`src/rtl/bcd_serial_subtractor_pkg.sv`:
```
// Shared constants, state encoding and a nibble-range helper for the BCD subtractor.
// Latency: n/a (declarations only).
// Backpressure: n/a.
package bcd_pkg;

  localparam int BCD_W     = 4;
  localparam int BCD_MAX   = 9;
  localparam int BCD_RADIX = 10;

  typedef enum logic [1:0] {
    ST_IDLE = 2'd0,
    ST_RUN  = 2'd1,
    ST_FIX  = 2'd2,
    ST_DONE = 2'd3
  } state_t;

  // True when a nibble is not a legal decimal digit.
  function automatic logic nibble_bad(input logic [BCD_W-1:0] n);
    return n > BCD_W'(BCD_MAX);
  endfunction

endpackage

```
`src/rtl/bcd_serial_subtractor_if.sv`:
```
// Operand/result bundle for the serial BCD subtractor.
// Latency: n/a (wires only).
// Backpressure: none; start is only honoured while busy is low.
// Signals: start, a, b (requester -> subtractor); diff, neg, err, busy, done (subtractor -> requester).
interface bcd_serial_subtractor_if #(
  parameter int DIGITS = 4
);
  logic                start;
  logic [4*DIGITS-1:0] a;
  logic [4*DIGITS-1:0] b;
  logic [4*DIGITS-1:0] diff;
  logic                neg;
  logic                err;
  logic                busy;
  logic                done;

  modport master (output start, a, b, input diff, neg, err, busy, done);
  modport slave  (input start, a, b, output diff, neg, err, busy, done);
endinterface

```
`src/rtl/bcd_serial_subtractor_digit_sub.sv`:
```
// Single-digit BCD subtract with borrow: d = a - b - bin, wrapped into 0..9.
// Latency: combinational.
// Backpressure: n/a.
// Ports: a, b (digits), bin (borrow in); d (result digit), bout (borrow out).
module bcd_digit_sub
  import bcd_pkg::*;
(
  input  logic [3:0] a,
  input  logic [3:0] b,
  input  logic       bin,
  output logic [3:0] d,
  output logic       bout
);

  logic [4:0] t;

  // Five bits cover -16..15, so bit 4 is exactly the "went negative" flag.
  always_comb begin
    t    = {1'b0, a} - {1'b0, b} - {4'b0, bin};
    bout = t[4];
    d    = bout ? (t[3:0] + 4'(BCD_RADIX)) : t[3:0];
  end

endmodule

```
`src/rtl/bcd_serial_subtractor.sv`:
```
// Digit-serial packed-BCD A - B, LSD first, ripple borrow; ten's-complement negative
//   results, or magnitude + neg when BCD_SUB_MAGNITUDE_EN is defined (extra FIX pass).
// Latency: done in the state following DIGITS RUN cycles (+DIGITS FIX cycles when negative with the macro).
// Backpressure: start ignored while busy (RUN/FIX/DONE); results held until next accepted start.
// Ports: clk, rst (async, active-high); bus.slave: start/a/b in, diff/neg/err/busy/done out.
module bcd_serial_subtractor
  import bcd_pkg::*;
#(
  parameter int DIGITS = 4
) (
  input  logic                    clk,
  input  logic                    rst,
  bcd_serial_subtractor_if.slave  bus
);

  localparam int W  = BCD_W * DIGITS;
  localparam int IW = (DIGITS > 1) ? $clog2(DIGITS) : 1;
  localparam logic [IW-1:0] LAST = IW'(DIGITS - 1);

  state_t        state, state_nxt;
  logic [W-1:0]  a_q, b_q, diff_q;
  logic [IW-1:0] idx;
  logic          borrow, neg_q, err_q;
  logic [3:0]    op_a, op_b, d;
  logic          bout;
  logic          in_bad;

  // Range check on the operands at the moment they are captured.
  always_comb begin
    in_bad = 1'b0;
    for (int i = 0; i < DIGITS; i++) begin
      in_bad = in_bad | nibble_bad(bus.a[i*BCD_W +: BCD_W]) | nibble_bad(bus.b[i*BCD_W +: BCD_W]);
    end
  end

  // One digit subtractor; FIX reuses it as 0 - diff to turn ten's complement into magnitude.
  always_comb begin
    op_a = a_q[idx*BCD_W +: BCD_W];
    op_b = b_q[idx*BCD_W +: BCD_W];
`ifdef BCD_SUB_MAGNITUDE_EN
    if (state == ST_FIX) begin
      op_a = '0;
      op_b = diff_q[idx*BCD_W +: BCD_W];
    end
`endif
  end

  bcd_digit_sub u_digit (
    .a    (op_a),
    .b    (op_b),
    .bin  (borrow),
    .d    (d),
    .bout (bout)
  );

  always_ff @(posedge clk or posedge rst) begin
    if (rst) state <= ST_IDLE;
    else     state <= state_nxt;
  end

  always_comb begin
    state_nxt = state;
    case (state)
      ST_IDLE: if (bus.start) state_nxt = ST_RUN;
      ST_RUN: begin
        if (idx == LAST) begin
`ifdef BCD_SUB_MAGNITUDE_EN
          state_nxt = (bout && !err_q) ? ST_FIX : ST_DONE;
`else
          state_nxt = ST_DONE;
`endif
        end
      end
`ifdef BCD_SUB_MAGNITUDE_EN
      ST_FIX:  if (idx == LAST) state_nxt = ST_DONE;
`endif
      ST_DONE: state_nxt = ST_IDLE;
      default: state_nxt = ST_IDLE;
    endcase
  end

  always_ff @(posedge clk or posedge rst) begin
    if (rst) begin
      a_q    <= '0;
      b_q    <= '0;
      diff_q <= '0;
      idx    <= '0;
      borrow <= 1'b0;
      neg_q  <= 1'b0;
      err_q  <= 1'b0;
    end else begin
      case (state)
        ST_IDLE: begin
          if (bus.start) begin
            a_q    <= bus.a;
            b_q    <= bus.b;
            idx    <= '0;
            borrow <= 1'b0;
            neg_q  <= 1'b0;
            err_q  <= in_bad;
          end
        end
        ST_RUN: begin
          diff_q[idx*BCD_W +: BCD_W] <= d;
          borrow <= bout;
          idx    <= idx + 1'b1;
          if (idx == LAST) begin
            // Restart index/borrow so a following FIX pass begins at digit 0.
            idx    <= '0;
            borrow <= 1'b0;
            neg_q  <= bout & ~err_q;
            if (err_q) diff_q <= '0;
          end
        end
`ifdef BCD_SUB_MAGNITUDE_EN
        ST_FIX: begin
          diff_q[idx*BCD_W +: BCD_W] <= d;
          borrow <= bout;
          idx    <= idx + 1'b1;
          if (idx == LAST) begin
            idx    <= '0;
            borrow <= 1'b0;
          end
        end
`endif
        default: ;
      endcase
    end
  end

  assign bus.diff = diff_q;
  assign bus.neg  = neg_q;
  assign bus.err  = err_q;
  assign bus.busy = (state != ST_IDLE);
  assign bus.done = (state == ST_DONE);

endmodule

```
`src/flat_wrapper.sv`:
```
// flat-port wrapper written by rule: the top's interface ports become plain ports
module bcd_serial_subtractor_flat import bcd_pkg::*;
#(
  parameter int DIGITS = 4
)
  (clk, rst, bus_start, bus_a, bus_b, bus_diff, bus_neg, bus_err, bus_busy, bus_done);
  bcd_serial_subtractor_if #(.DIGITS(DIGITS)) bus_i ();
  input  logic clk;
  input  logic rst;
  input wire logic [$bits(bus_i.start)-1:0] bus_start;
  input wire logic [$bits(bus_i.a)-1:0] bus_a;
  input wire logic [$bits(bus_i.b)-1:0] bus_b;
  output wire logic [$bits(bus_i.diff)-1:0] bus_diff;
  output wire logic [$bits(bus_i.neg)-1:0] bus_neg;
  output wire logic [$bits(bus_i.err)-1:0] bus_err;
  output wire logic [$bits(bus_i.busy)-1:0] bus_busy;
  output wire logic [$bits(bus_i.done)-1:0] bus_done;
  assign bus_i.start = bus_start;
  assign bus_i.a = bus_a;
  assign bus_i.b = bus_b;
  assign bus_diff = bus_i.diff;
  assign bus_neg = bus_i.neg;
  assign bus_err = bus_i.err;
  assign bus_busy = bus_i.busy;
  assign bus_done = bus_i.done;
  bcd_serial_subtractor #(.DIGITS(DIGITS)) u_core (.clk(clk), .rst(rst), .bus(bus_i));
endmodule
```
`config.mk`:
```
export PLATFORM = sky130hd
export DESIGN_NAME = bcd_serial_subtractor_flat
export DESIGN_NICKNAME = d
export VERILOG_FILES = /design/src/rtl/bcd_serial_subtractor_pkg.sv /design/src/rtl/bcd_serial_subtractor_if.sv /design/src/rtl/bcd_serial_subtractor_digit_sub.sv /design/src/rtl/bcd_serial_subtractor.sv /design/src/flat_wrapper.sv
export SDC_FILE = /design/constraint.sdc
export NUM_CORES = 1
export LEC_CHECK = 0
export ABC_CLOCK_PERIOD_IN_PS = 3690
export BUFFER_PORTS_ARGS = -buffer_cell sky130_fd_sc_hd__buf_4
export CORE_ASPECT_RATIO = 1.25
export CORE_MARGIN = 10
export CORE_UTILIZATION = 49
export DETAILED_ROUTE_END_ITERATION = 7
export PLACE_DENSITY = 0.75
export SYNTH_ARGS = -nofsm -noshare
export SYNTH_HDL_FRONTEND = slang
export SYNTH_SLANG_ARGS = --single-unit
```
`constraint.sdc`:
```
create_clock -name clk -period 3.69 [get_ports clk]
set_clock_uncertainty 0.2 [all_clocks]
set_input_delay 0.369 -clock clk [delete_from_list [all_inputs] [get_ports clk]]
set_output_delay 0.369 -clock clk [all_outputs]
set_load 0.01 [all_outputs]
```
==> results.json, run 1 <==
{
  "place_area_mm2": 0.00320,
  "antenna_left": 0,
  "die_y_um": 103,
  "relSlewSlack_pct": 24.8,
  "r2r_end": "u_core.bus.diff[7]",
  "nFillCells": 494,
  "yosys_warnings": 0,
  "reg2regPathDepth": 11,
  "clock_latency_ns": 0.30,
  "core_area_mm2": 0.00541,
  "syn-num-nets": 338,
  "clockBufferDepth": 2,
  "grt_max_degree": 56,
  "synth_fa_ha_area_share_pct": 6.52,
  "path_delay_family": "adder cells",
  "critPathKind": "flip-flop to flip-flop",
  "antenna_found_initial": 0,
  "viasPerCell": 5.19,
  "grt_pass1_wl_um": 10100,
  "synth_top_family_by_area": "simple AND/OR/NAND/NOR gates",
  "holdPathStages": 3,
  "ctsHtreeMaxLevel": 2,
  "post-route-period-util_pct": 91.9,
  "cts_sinks": 55,
  "hold_class": "input pin to flip-flop",
  "place_hpwl_um": 4780,
  "leakage_nw": 1.69,
  "fin_nets": 394,
  "status": "completed",
  "drt_iter0_markers": 96,
  "critPathMaxStageDelay_ns": 0.49,
  "crit_slowest_cell": "dfrtp_1",
  "clk_pin_slew_ns": 0.09,
  "seq_area_frac_synth_pct": 50.5,
  "design_area_mm2": 0.00329,
  "rsz0062_at_grt": "false",
  "critPathMaxFanout": 8,
  "synth_simple_gate_area_share_pct": 23.1,
  "dieArea_mm2": 0.00896,
  "drv_cap": 0,
  "synth_area_mm2": 0.00273,
  "r2r_setup_slack_ns": 0.30,
  "drive_above_1_share_pct": 23.3,
  "worstHoldStart": "bus_b[0]",
  "grt_overflow": 0,
  "ios": 55,
  "place_ws_ns": 0.219,
  "cts_hold_buf": 0,
  "start_util_pct": 50.4,
  "cts_made_buffers": 5,
  "grt_usage_pct": 14.1,
  "vdd_drop_max_mv": 0.531,
  "die_x_um": 86.7,
  "power_mw": 3.62,
  "setup_viol": 0,
  "drt_pass1_iterations": 4,
  "cts_root_buf": "clkbuf_8",
  "fmax_mhz": 295,
  "synth_area_leaders": "dfrtp_1 (51%), nand2_1 (17%), mux4_2 (5.8%)",
  "path_cells": "mux4_2 > inv_1 > fa_1 > fa_1 > xor2_1 > ha_1 > and4bb_2 > a21oi_1 > o211ai_1 > xnor2_2 > o21ai_0",
  "vias": 2132,
  "start_kind": "flip-flop",
  "min_period_ns": 3.39,
  "crit_path_end_kind": "flip-flop",
  "ys_types": 35,
  "setup-tns-final_ns": 0,
  "wl_um": 6050,
  "gp_congestion": 0.795,
  "fin_util_pct": 60.9,
  "wl_per_cell_um": 14.7,
  "maxSlewViolCount": 0,
  "yosysTopAreaCell": "dfrtp_1",
  "diodes": 0,
  "worst_slack_ns": 0.298,
  "route.detailed.drc": 0,
  "syn_inst": 290,
  "placementRows": 30,
  "critical_path_cell_count": 11,
  "hold_viol": 0,
  "min_to": "u_core.b_q[0]",
  "required_ns": 3.68,
  "cts_tree": "built",
  "synth_compound_area_share_pct": 8.08,
  "area_growth_pct": 20.7,
  "path_common_cell": "fa_1",
  "worst_pin_slew_ns": 1.13,
  "grt_pass1_vias": 2195,
  "io_buffers": 54,
  "synth-seq-cells": 55,
  "yosys-mux-area-fraction_pct": 6.98,
  "power_density_mw_per_mm2": 1100,
  "r2r_start": "u_core.idx[0]",
  "crit_buf_inv": 1,
  "postSynthAreaPerCell_um2": 9.40,
  "synthXorXnorAreaFrac_pct": 1.56,
  "arrival_ns": 3.38,
  "synth_top_area_share_pct": 50.5
}
-- synth_stat cells --
library cell	instances
xor2_1	2
o211ai_1	2
nand2_1	120
o31ai_1	3
xnor2_1	1
o21ai_0	27
nand2b_4	1
nand3b_1	1
mux2i_1	1
inv_1	12
nand3_1	5
nor2b_1	1
fa_1	2
nand4_1	3
nor2_2	1
o21ai_1	1
dfrtp_1	55
clkbuf_1	4
and2_1	3
inv_2	1
ha_1	11
a32o_1	2
buf_2	5
a21oi_2	1
or3_1	2
nor2_1	6
a21oi_1	1
mux2_2	2
mux4_2	7
nand2b_1	1
nand4b_1	1
nor4bb_1	2
and4bb_2	1
xnor2_2	1
a2bb2oi_1	1
-- routing by layer --
metal | vias to the layer above | part of all wire [%] | routed length, µm | track usage (%)
met5 | - | 0 | 0 | 0
met4 | 0 | 1.3 | 81 | 4.49
met3 | 6 | 6.7 | 404 | 4.00
met2 | 54 | 52 | 3150 | 24.9
met1 | 1009 | 40 | 2420 | 16.0
li1 | 1063 | - | - | -
-- flip-flops by register name, summed over array words and instances, names as in the netlist --
register,count
u_core.state,2
u_core.a_q,16
u_core.b_q,16
u_core.bus.err,1
u_core.borrow,1
u_core.idx,2
u_core.bus.neg,1
u_core.bus.diff,16
-- worst min-delay path, cell delays in order --
cell     delay (ns)
buf_4          0.08
nand2_1        0.04
nand2_1        0.04
-- report_power, final --
group / switching [mW] / internal [mW] / leakage [nW]
Clock: 0.181 / 0.134 / 0.0422
Combinational: 1.31 / 0.991 / 0.939
Sequential: 0.155 / 0.853 / 0.705
-- cell families (layout without fill, tap and decap cells) --
| kind of cell | count (synthesis) | in the layout |
|---|---|---|
| adders and majority gates | 13 | 13 |
| DFF | 55 | 55 |
| muxes | 10 | 10 |
| xor gates and xnor gates | 4 | 4 |
| buffers and inverters | 22 | 79 |
| and+or+nand+nor | 148 | 148 |
| AOI/OAI and AO/OA | 38 | 38 |
-- cell usage in the layout (no fill, tap or decap), drive strengths merged, types with 3 or more instances in the layout --
cell type	instances
nand2	120
buf	58
dfrtp	55
o21ai	28
inv	13
ha	11
mux4	7
nor2	7
clkbuf	7
nand3	5
and2	3
o31ai	3
nand4	3
-- through the flow --
step                      hold WS, ns  std cells
final                          0.0470        411
after floorplan                 0.240        290
after CTS                      0.0419        411
after detailed placement        0.261        403
after global routing           0.0543        411
after global placement          0.255        403
-- area by class of cell --
class	instances	area [µm²]	area share, %
timing repair buffer	58	435	13.2
inverter	13	48.8	1.48
tap	64	80.1	2.43
clock inverter	1	5.00	0.152
multi-input combinational	213	1270	38.5
clock buffer	7	76.3	2.32
sequential	55	1380	41.8
-- how the worst max path moves through the flow --
stage / start / to
2_1_floorplan: u_core.idx[1] / u_core.bus.diff[11]
3_3_place_gp: u_core.idx[0] / u_core.bus.diff[7]
3_5_place_dp: u_core.idx[0] / u_core.bus.diff[7]
4_1_cts: u_core.idx[0] / u_core.bus.diff[7]
5_1_grt: u_core.idx[0] / u_core.bus.diff[7]
6_report: u_core.idx[0] / u_core.bus.diff[7]
-- timing repair --
item                       in CTS  in global routing
resized for setup               0                  1
setup endpoints to repair       0                  4
setup buffers                   0                  0
No activity file was read; power rests on OpenSTA's default activity.
==> inputs of run 2 (changes only) <==
--- a/config.mk
+++ b/config.mk
@@ -9,9 +9,8 @@
 export BUFFER_PORTS_ARGS = -buffer_cell sky130_fd_sc_hd__buf_4
 export CORE_ASPECT_RATIO = 1.25
 export CORE_MARGIN = 10
-export CORE_UTILIZATION = 49
+export CORE_UTILIZATION = 30
 export DETAILED_ROUTE_END_ITERATION = 7
-export PLACE_DENSITY = 0.75
 export SYNTH_ARGS = -nofsm -noshare
 export SYNTH_HDL_FRONTEND = slang
 export SYNTH_SLANG_ARGS = --single-unit
==> results.json, run 2 (synthesized netlist as in run 1, its figures left out) <==
{
  "die_x_um": 105,
  "setup_viol": 0,
  "min_period_ns": 3.37,
  "fmax_mhz": 297,
  "status": "completed",
  "grt_pass1_vias": 2306,
  "drt_pass1_iterations": 4,
  "final_cell_mix": "nand2_1 (120), buf_4 (57), dfrtp_1 (54), o21ai_0 (27)",
  "drive_above_1_share_pct": 23.8,
  "grt_usage_pct": 10.3,
  "place_ws_ns": 0.198,
  "wl_um": 6760,
  "power_density_mw_per_mm2": 1090,
  "multi_input_area_mm2": 0.00127,
  "seq_area_mm2": 0.00138,
  "cts_sinks": 55,
  "cts_tree": "built",
  "wl_per_cell_um": 14.5,
  "core_area_mm2": 0.00880,
  "diodes": 0,
  "mostFrequentLayoutCell": "nand2_1",
  "clockBufferDepth": 2,
  "clock_latency_ns": 0.31,
  "route.detailed.drc": 0,
  "hold_class": "input pin to flip-flop",
  "nFillCells": 911,
  "drv_cap": 0,
  "cts_root_buf": "clkbuf_8",
  "io_buffers": 54,
  "ios": 55,
  "die_y_um": 127,
  "gp_congestion": 0.851,
  "arrival_ns": 3.36,
  "place_hpwl_um": 5300,
  "stdcell_count": 465,
  "grt_pass1_wl_um": 11300,
  "worst_slack_ns": 0.321,
  "grt_max_degree": 56,
  "setup-tns-final_ns": 0,
  "start_util_pct": 31.0,
  "antenna_found_initial": 0,
  "clk_pin_slew_ns": 0.10,
  "start_kind": "flip-flop",
  "hold_viol": 0,
  "maxSlewViolCount": 0,
  "drt_iter0_markers": 83,
  "leakage_nw": 1.69,
  "antenna_left": 0,
  "cts_hold_buf": 0,
  "vdd_drop_max_mv": 0.579,
  "relSlewSlack_pct": 24.2,
  "cts_made_buffers": 5,
  "placementRows": 38,
  "ctsHtreeMaxLevel": 2,
  "dp.cells": 458,
  "critPathMaxFanout": 4,
  "viasPerCell": 4.61,
  "worst_pin_slew_ns": 1.13,
  "required_ns": 3.68,
  "post-route-period-util_pct": 91.3,
  "grt_overflow": 0,
  "vias": 2144,
  "critPathKind": "flip-flop to flip-flop",
  "post_cts_buffers": 0,
  "fin_nets": 393,
  "rsz0062_at_grt": "false",
  "area_growth_pct": 24.0,
  "dieArea_mm2": 0.0133,
  "crit_path_end_kind": "flip-flop"
}
==> run 2: power breakdown <==
part / internal [mW] / switching, mW / total [mW]
clock: 0.199 / 0.193 / 0.391
sequential: 0.854 / 0.163 / 1.02
combinational: 0.990 / 1.30 / 2.29
==> run 2: repair_timing <==
item / in CTS / in global routing
resized for setup: 0 / 2
endpoints found under the setup margin: 0 / 4
endpoints found under the hold margin: 0 / 0
==> run 2: path summary, 6_finish.rpt <==
| path | startpoint | endpoint | slack (ns) | cells past startpoint |
|---|---|---|---|---|
| max | u_core.idx[1] | u_core.bus.diff[3] | 0.32 | 10 |
| min reg2reg | u_core.b_q[1] | u_core.b_q[1] | 0.28 | 2 |
| max in group asynchronous | rst | u_core.idx[0] | 2.38 | 2 |
| max reg2reg | u_core.idx[1] | u_core.bus.diff[3] | 0.32 | 10 |
| min in group asynchronous | rst | u_core.a_q[2] | 0.16 | 2 |
| min | bus_b[0] | u_core.b_q[0] | 0.04 | 3 |
==> run 2: per-layer routing <==
layer  vias up  part of all wire, %  global-route usage, %
li1       1065                    -                      -
met5         -                    0                      0
met2        54                   46                   16.4
met4         0                  2.9                   4.05
met3        12                  5.8                   3.34
met1      1013                   45                   12.8
==> run 2: area by class of cell <==
cell class,count,share of cell area [%]
Clock inverter,2,1.11
Multi-Input combinational cell,213,37.5
Tap cell,120,4.44
Timing Repair Buffer,57,12.7
Inverter,13,1.44
Clock buffer,5,2.04
Sequential cell,55,40.8
==> run 2: critical path, stage by stage, from the launching register on <==
cell      delay [ns]
dfrtp_1         0.38
mux4_2          0.52
fa_1            0.43
fa_1            0.44
xor2_1          0.21
ha_1            0.21
and4bb_2        0.24
a21oi_1         0.12
o211ai_1        0.14
xnor2_2         0.23
o21ai_0         0.12
==> run 2: metrics by stage <==
step	hold WS (ns)	util (%)	total power [mW]	area (µm²)
finish	0.0415	38.4	3.70	3380
global route	0.0448	38.4	4.10	3380
CTS	0.0398	38.3	3.70	3370
detailed placement	0.263	37.1	3.29	3260
global placement	0.254	37.1	3.21	3260
floorplan	0.240	-	2.65	2730
==> inputs of run 3 (changes only) <==
--- a/config.mk
+++ b/config.mk
@@ -11,6 +11,7 @@
 export CORE_MARGIN = 10
 export CORE_UTILIZATION = 30
 export DETAILED_ROUTE_END_ITERATION = 7
+export REMOVE_ABC_BUFFERS = 1
 export SYNTH_ARGS = -nofsm -noshare
 export SYNTH_HDL_FRONTEND = slang
 export SYNTH_SLANG_ARGS = --single-unit
==> results.json, run 3 (synthesized netlist as in run 1, its figures left out) <==
{
  "status": "completed",
  "power_density_mw_per_mm2": 1100,
  "place_area_mm2": 0.00327,
  "stdcell_count": 467,
  "met1_usage_pct": 11.9,
  "critPathKind": "flip-flop to flip-flop",
  "relSlewSlack_pct": 25.0,
  "grt_pass1_wl_um": 11000,
  "clockBufferDepth": 2,
  "cts_made_buffers": 5,
  "nFillCells": 939,
  "holdPathStages": 3,
  "cts_hold_buf": 0,
  "dieArea_mm2": 0.0133,
  "required_ns": 3.68,
  "wl_um": 6520,
  "final_cell_mix": "nand2_1 (120), buf_4 (58), dfrtp_1 (54), o21ai_0 (27)",
  "fin_nets": 394,
  "area_growth_pct": 24.8,
  "vias": 2145,
  "worst_slack_ns": 0.274,
  "power_mw": 3.73,
  "drt_iter0_markers": 114,
  "hold_class": "input pin to flip-flop",
  "setup_viol": 0,
  "min_to": "u_core.a_q[14]",
  "clk_pin_slew_ns": 0.10,
  "grt_pass1_vias": 2311,
  "critPathMaxFanout": 4,
  "dp.cells": 459,
  "mostFrequentLayoutCell": "nand2_1",
  "reg2regPathDepth": 10,
  "route.detailed.drc": 0,
  "design_area_mm2": 0.00340,
  "fmax_mhz": 293,
  "worstHoldStart": "bus_a[14]",
  "drt_pass1_iterations": 4,
  "maxSlewViolCount": 0,
  "hold_viol": 0,
  "min_period_ns": 3.42,
  "post_cts_buffers": 0,
  "core_area_mm2": 0.00880,
  "wl_per_cell_um": 14.0,
  "leakage_nw": 1.70,
  "die_y_um": 127,
  "gp_congestion": 0.785,
  "grtUsageMet2_pct": 17.3,
  "grt_max_degree": 56,
  "worst_hold_slack_ns": 0.0498,
  "worst_pin_slew_ns": 1.12,
  "crit_path_end_kind": "flip-flop",
  "placementRows": 38,
  "fin_util_pct": 38.7,
  "r2r_end": "u_core.bus.diff[7]",
  "start_kind": "flip-flop",
  "post-route-period-util_pct": 92.6,
  "diodes": 0,
  "io_buffers": 54,
  "vdd_drop_max_mv": 0.425,
  "viasPerCell": 4.59,
  "grt_usage_pct": 10.1,
  "start_util_pct": 31.0,
  "cts_sinks": 55,
  "cts_tree": "built",
  "antenna_found_initial": 0,
  "grt.busiest_layer": "met2",
  "place_hpwl_um": 5100,
  "antenna_left": 0,
  "grt_overflow": 0,
  "setup-tns-final_ns": 0,
  "met3_usage_pct": 3.14,
  "clock_latency_ns": 0.31,
  "rsz0062_at_grt": "false",
  "ios": 55,
  "place_ws_ns": 0.156,
  "die_x_um": 105,
  "cts_root_buf": "clkbuf_8",
  "r2r_setup_slack_ns": 0.27,
  "r2r_start": "u_core.idx[1]",
  "ctsHtreeMaxLevel": 2,
  "cts_resized": 0,
  "arrival_ns": 3.41,
  "drv_cap": 0,
  "drive_above_1_share_pct": 24.2
}
[run 3: worst max-delay path, cell delays in order (launching register included)]
cell,delay [ns]
dfrtp_2,0.43
mux4_2,0.52
fa_1,0.43
fa_1,0.44
xor2_1,0.22
ha_1,0.22
and4bb_2,0.25
a21oi_1,0.12
o211ai_1,0.14
xnor2_2,0.22
o21ai_0,0.12
[run 3: worst max-delay path by stage]
stage	start	to	slack, ns	cells past startpoint
2_1_floorplan	u_core.idx[1]	u_core.bus.diff[11]	0.22	10
3_3_place_gp	u_core.idx[1]	u_core.bus.diff[11]	0.25	10
3_5_place_dp	u_core.idx[1]	u_core.bus.diff[11]	0.16	10
4_1_cts	u_core.idx[1]	u_core.bus.diff[11]	0.12	10
5_1_grt	u_core.idx[1]	u_core.bus.diff[15]	0.005	10
6_report	u_core.idx[1]	u_core.bus.diff[7]	0.27	10
[run 3: final cells by class]
class | instances | area (µm²) | share of cell area [%]
clock inverter | 2 | 38.8 | 1.14
clock buffer | 6 | 82.6 | 2.43
timing repair buffer | 58 | 435 | 12.8
inverter | 13 | 48.8 | 1.43
sequential | 55 | 1380 | 40.5
multi-input combinational | 213 | 1270 | 37.3
tap | 120 | 150 | 4.42
[run 3: where the power goes]
| group | switching (mW) | leakage (nW) | total (mW) | internal, mW |
|---|---|---|---|---|
| registers | 0.144 | 0.704 | 0.998 | 0.854 |
| logic | 1.32 | 0.939 | 2.31 | 0.989 |
| clock network | 0.197 | 0.0618 | 0.420 | 0.223 |
| total | 1.66 | 1.70 | 3.73 | 2.07 |
[run 3: metal layers]
layer / wire [µm] / vias to the layer above
met3: 332 / 4
met4: 62 / 0
met2: 3280 / 52
li1: - / 1071
met5: 0 / -
met1: 2840 / 1018
